## src/rtl/sky130_ef_ip__rc_osc_500k_monitor.sv

```systemverilog
// sky130_ef_ip__rc_osc_500k_monitor: enables the RC oscillator, waits a settle interval,
// then counts synchronized oscillator edges over back-to-back gate windows.
module sky130_ef_ip__rc_osc_500k_monitor #(
    parameter int GATE_W   = 16,
    parameter int CNT_W    = 12,
    parameter int SETTLE_W = 8
) (
    input  logic                clk,
    input  logic                rst,
    input  logic                en,
    input  logic [SETTLE_W-1:0] settle_cycles,
    input  logic [GATE_W-1:0]   gate_cycles,
    input  logic [CNT_W-1:0]    lo_thr,
    input  logic [CNT_W-1:0]    hi_thr,
    input  logic                osc_in,
    output logic                osc_ena,
    output logic [CNT_W-1:0]    count,
    output logic                valid,
    output logic                in_range,
    output logic                busy
);
    typedef enum logic [1:0] {IDLE, SETTLE, MEASURE} state_t;
    localparam logic [CNT_W-1:0] CNT_MAX = '1;
    state_t state, state_n;
    logic s1, s2, s3, rise;
    logic [SETTLE_W-1:0] scnt, scnt_n;
    logic [GATE_W-1:0] gcnt, gcnt_n, g_eff;
    logic [CNT_W-1:0] acc, acc_n, acc_inc, count_n;
    logic sat, sat_n, sat_inc, armed, armed_n, valid_n, in_range_n;
    assign rise = s2 & ~s3;
    assign g_eff = (gate_cycles == '0) ? GATE_W'(1) : gate_cycles;
    assign acc_inc = (acc == CNT_MAX) ? CNT_MAX : acc + CNT_W'(rise);
    assign sat_inc = sat | (acc_inc == CNT_MAX);
    always_ff @(posedge clk or posedge rst) begin
        if (rst) begin
            s1 <= 1'b0;
            s2 <= 1'b0;
            s3 <= 1'b0;
        end else begin
            s1 <= osc_in;
            s2 <= s1;
            s3 <= s2;
        end
    end
    always_ff @(posedge clk or posedge rst) begin
        if (rst) begin
            state    <= IDLE;
            scnt     <= '0;
            gcnt     <= '0;
            acc      <= '0;
            sat      <= 1'b0;
            armed    <= 1'b0;
            count    <= '0;
            valid    <= 1'b0;
            in_range <= 1'b0;
            osc_ena  <= 1'b0;
            busy     <= 1'b0;
        end else begin
            state    <= state_n;
            scnt     <= scnt_n;
            gcnt     <= gcnt_n;
            acc      <= acc_n;
            sat      <= sat_n;
            armed    <= armed_n;
            count    <= count_n;
            valid    <= valid_n;
            in_range <= in_range_n;
            osc_ena  <= state_n != IDLE;
            busy     <= state_n != IDLE;
        end
    end
    // The first MEASURE cycle only loads the gate counter; every later cycle is a window cycle.
    always_comb begin
        state_n    = state;
        scnt_n     = scnt;
        gcnt_n     = gcnt;
        acc_n      = acc;
        sat_n      = sat;
        armed_n    = armed;
        count_n    = count;
        valid_n    = 1'b0;
        in_range_n = in_range;
        case (state)
            IDLE: begin
                if (en) begin
                    state_n = SETTLE;
                    scnt_n  = settle_cycles;
                end
            end
            SETTLE: begin
                if (scnt == '0) begin
                    state_n = MEASURE;
                    armed_n = 1'b0;
                end else begin
                    scnt_n = scnt - SETTLE_W'(1);
                end
            end
            MEASURE: begin
                if (!armed) begin
                    gcnt_n  = g_eff;
                    acc_n   = '0;
                    sat_n   = 1'b0;
                    armed_n = 1'b1;
                end else if (gcnt == GATE_W'(1)) begin
                    count_n    = acc_inc;
                    in_range_n = (acc_inc >= lo_thr) && (acc_inc <= hi_thr) && !sat_inc;
                    valid_n    = 1'b1;
                    gcnt_n     = g_eff;
                    acc_n      = '0;
                    sat_n      = 1'b0;
                end else begin
                    gcnt_n = gcnt - GATE_W'(1);
                    acc_n  = acc_inc;
                    sat_n  = sat_inc;
                end
            end
            default: state_n = IDLE;
        endcase
        // Dropping en discards the open window and keeps the last result.
        if (!en) begin
            state_n    = IDLE;
            armed_n    = 1'b0;
            valid_n    = 1'b0;
            count_n    = count;
            in_range_n = in_range;
        end
    end
endmodule
```

## config.mk

```make
export PLATFORM = sky130hd
export DESIGN_NAME = sky130_ef_ip__rc_osc_500k_monitor
export DESIGN_NICKNAME = d
export VERILOG_FILES = /design/src/rtl/sky130_ef_ip__rc_osc_500k_monitor.sv
export SDC_FILE = /design/constraint.sdc
export NUM_CORES = 1
export LEC_CHECK = 0
export ABC_AREA = 1
export CAP_MARGIN = 10
export CORE_MARGIN = 5
export CORE_UTILIZATION = 29
export CTS_CLUSTER_SIZE = 25
export DETAILED_ROUTE_END_ITERATION = 10
export DONT_BUFFER_PORTS = 1
export PLACE_DENSITY = 0.43
export SLEW_MARGIN = 10
export SYNTH_ARGS = -nofsm -noshare
export SYNTH_HDL_FRONTEND = slang
export SYNTH_SLANG_ARGS = --single-unit
```

## constraint.sdc

```tcl
create_clock -name clk -period 2.4 [get_ports clk]
set_input_delay 0.12 -clock clk [delete_from_list [all_inputs] [get_ports clk]]
set_output_delay 0.12 -clock clk [all_outputs]
set_load 0.01 [all_outputs]
```

==> metrics.txt <==
outcome=finished, violations left; failing checks=setup timing; Slew Limit Fails=0; PnR worst setup slack=-23.34 ps; vias in the first global route=3,664; die area=around 16,000 um2; top-count cell post-synth=nand2_1; GP Congestion=~0.84; Fin. Hold Viols=0; synth cell count leaders=nand2_1 (113), inv_1 (92), dfrtp_1 (58); initial antenna violation count=0; Synth Warn #=0; synthesized area per cell=about 7.5 um2; share of cells above drive strength 1=0.1488; CP peak stage delay=around 350 ps; CTS clk-pin slew, worst paths=50 ps; largest net degree at the start of global routing=35; Num Clock Sinks=between 50 and 60; initial core utilization=0.2937; WHS=between 10 and 15 ps; slowest CP cell=dfrtp_1; Final Skew=9.846 ps; min-delay worst type=input port to flip-flop; worst slew pin tran=723.0 ps; CP Data Required Time=between 2000 and 3000 ps; Top FF cell, synth=dfrtp_1; vias=roughly 3,600; Crit Path Class=flip-flop to flip-flop; count of input and output buffers=0; Mapped Area=4045 um2; nets@finish=roughly 660; critical path peak fanout=3; die width=between 100 and 150 um; Setup crit end kind=flip-flop; Clock H-tree levels=3; remaining global-route overflow=0; drt wl/cell=about 15 um; DR pass1 iterations=4; die height=around 130 um; CTS tree=done; critical path arrival=2650 ps; # diodes=0; cell-by-cell trace of the critical path=nor2_1 -> ha_2 -> ha_4 -> nand3_4 -> buf_6 -> o21bai_1 -> nand3_2 -> ha_4 -> nand4_1 -> nor2_2 -> nand2_1 -> nand3_1 -> nand2_1 -> nand2_1 -> inv_1 -> nand4_1 -> nand2_1; Syn Nets=between 600 and 700; residual DRC count=0; # setup viols final=1; Iter 0 DRT Violations=roughly 150; CTS buffer count=9; FF+latch count, synth=between 50 and 60; Ports=68; Worst setup SP type=flip-flop; Clock Latency Late Sink=about 340 ps; area grow syn2layout=20.20%; most frequent CP cell=nand2_1; Static Leakage=roughly 2.3 nW; cell taking the most area after synthesis=dfrtp_1; hpwl dp=about 8300 um; Synth top area share=0.3588; Synth area leaders=dfrtp_1 (36%), nand2_1 (10%), ha_1 (9.3%), inv_1 (8.5%), o21ai_0 (4.2%); ys async rst share=1.000; placed cell area=approximately 4300 um2; IR drop worst, VDD=between 0.3 and 0.4 mV; RSZ-0062 raised after global routing=true; Max-slew headroom=0.5173; EDFF count, synth=0; final WL=~11,000 um; GRT Total Usage=0.1416; Final Cell Area=4862 um2; register area share after synthesis=0.3588; Pwr Density=roughly 570 nW/um2; FP Rows=between 40 and 50; buffer levels on the longest clock path=2; clk root buf=clkbuf_16; Vias/cell=about 4.8; global-route wire length before repair=approximately 18,000 um; Antenna Violating Nets Remaining=0; Setup TNS=-23.34 ps; # fillers=roughly 1,500; Mapped Cells=around 540; fmax=about 410 MHz; Yosys cell types=39; hold path depth=3; total chip power=roughly 2.8 mW; Final period util=1.010; worst r2r path cells=17; Final Critical Period=between 2000 and 2500 ps; max-cap violations=0; post-layout util=0.3530; Placeable Area=about 14,000 um2
==> power breakdown <==
group	switching [mW]	leakage (nW)	internal [mW]
Clock	0.450	0.133	0.721
Sequential	0.0876	0.731	1.08
Combinational	0.264	1.45	0.172
Total	0.802	2.32	1.97
==> sequential cells by signal, summed over array words and instances, names as in the netlist <==
register,count
valid,1
acc,12
armed,1
count,12
s3,1
in_range,1
s2,1
s1,1
busy,1
state,2
sat,1
scnt,8
gcnt,16
==> per-stage QoR <==
stage | setup slack [ps] | std cells
floorplan | 136.2 | 539
global placement | 7.024 | 720
detailed placement | -58.60 | 720
CTS | -40.37 | 758
global route | -228.2 | 758
finish | -23.34 | 758
==> layout make-up <==
class	instances	area [um2]	share of cell area
repair buffers	36	336.6	0.06922
flip-flops and latches	58	1451	0.2985
multi-input cells	371	2220	0.4565
clock inverters	3	15.01	0.003088
well taps	180	225.2	0.04632
clock buffers	13	250.2	0.05147
inverters	97	364.1	0.07488
==> critical path, delay by kind of cell, from the launching register on <==
kind                       cells  cell delay (ps)
and+or+nand+nor               11              950
adders and majority gates      3              690
buffers and inverters          2              170
DFF                            1              350
AOI/OAI and AO/OA              1              150
==> logic make-up (layout without fill, tap and decap cells) <==
family / Yosys count / in the layout / share of synthesized area
compound gates: 98 / 98 / 0.1506
xor+xnor: 11 / 11 / 0.02382
fa+ha+maj: 30 / 30 / 0.09279
simple gates: 232 / 232 / 0.2611
buf+inv: 110 / 149 / 0.1129
flops: 58 / 58 / 0.3588
==> final timing paths <==
| check | slack (ps) | from | to |
|---|---|---|---|
| setup / recovery | -20 | s3$_DFF_PP0_ | in_range$_DFFE_PP0P_ |
| hold / removal | 10 | en | scnt[6]$_DFFE_PP0P_ |
| setup reg to reg | -20 | s3$_DFF_PP0_ | in_range$_DFFE_PP0P_ |
| hold reg to reg | 360 | s1$_DFF_PP0_ | s2$_DFF_PP0_ |
| max in group asynchronous | 1410 | rst | count[3]$_DFFE_PP0P_ |
| min in group asynchronous | 370 | rst | scnt[2]$_DFFE_PP0P_ |
==> routing by layer <==
layer  global-route usage  vias up  share of wire
li1                     -     1821              -
met1               0.1690     1685           0.45
met2               0.2434       87           0.49
met3              0.04917       17          0.048
met4              0.03558        0          0.013
met5                    0        -              0
==> what timing repair did <==
action                                  4_1_cts  5_1_grt
endpoints found under the hold margin        52        0
endpoints found under the setup margin        1        1
resized for setup                            15        4
hold buffers                                 20        0
pin swaps                                    14        9
buffers inserted                              2        0
==> layout by cell type (no fill, tap or decap), types with 9 or more instances in the layout <==
cell / count
buf_4: 14
o21ai_2: 12
o22ai_1: 13
clkbuf_16: 9
xor2_1: 9
nor2_2: 10
inv_1: 89
nand4_1: 11
dlygate4sd3_1: 20
dfrtp_1: 58
a21oi_1: 17
nand2_1: 112
o21ai_0: 33
ha_1: 26
nor2_1: 41
nand3_1: 27
Note: power is estimated with default switching activity, not from simulation.
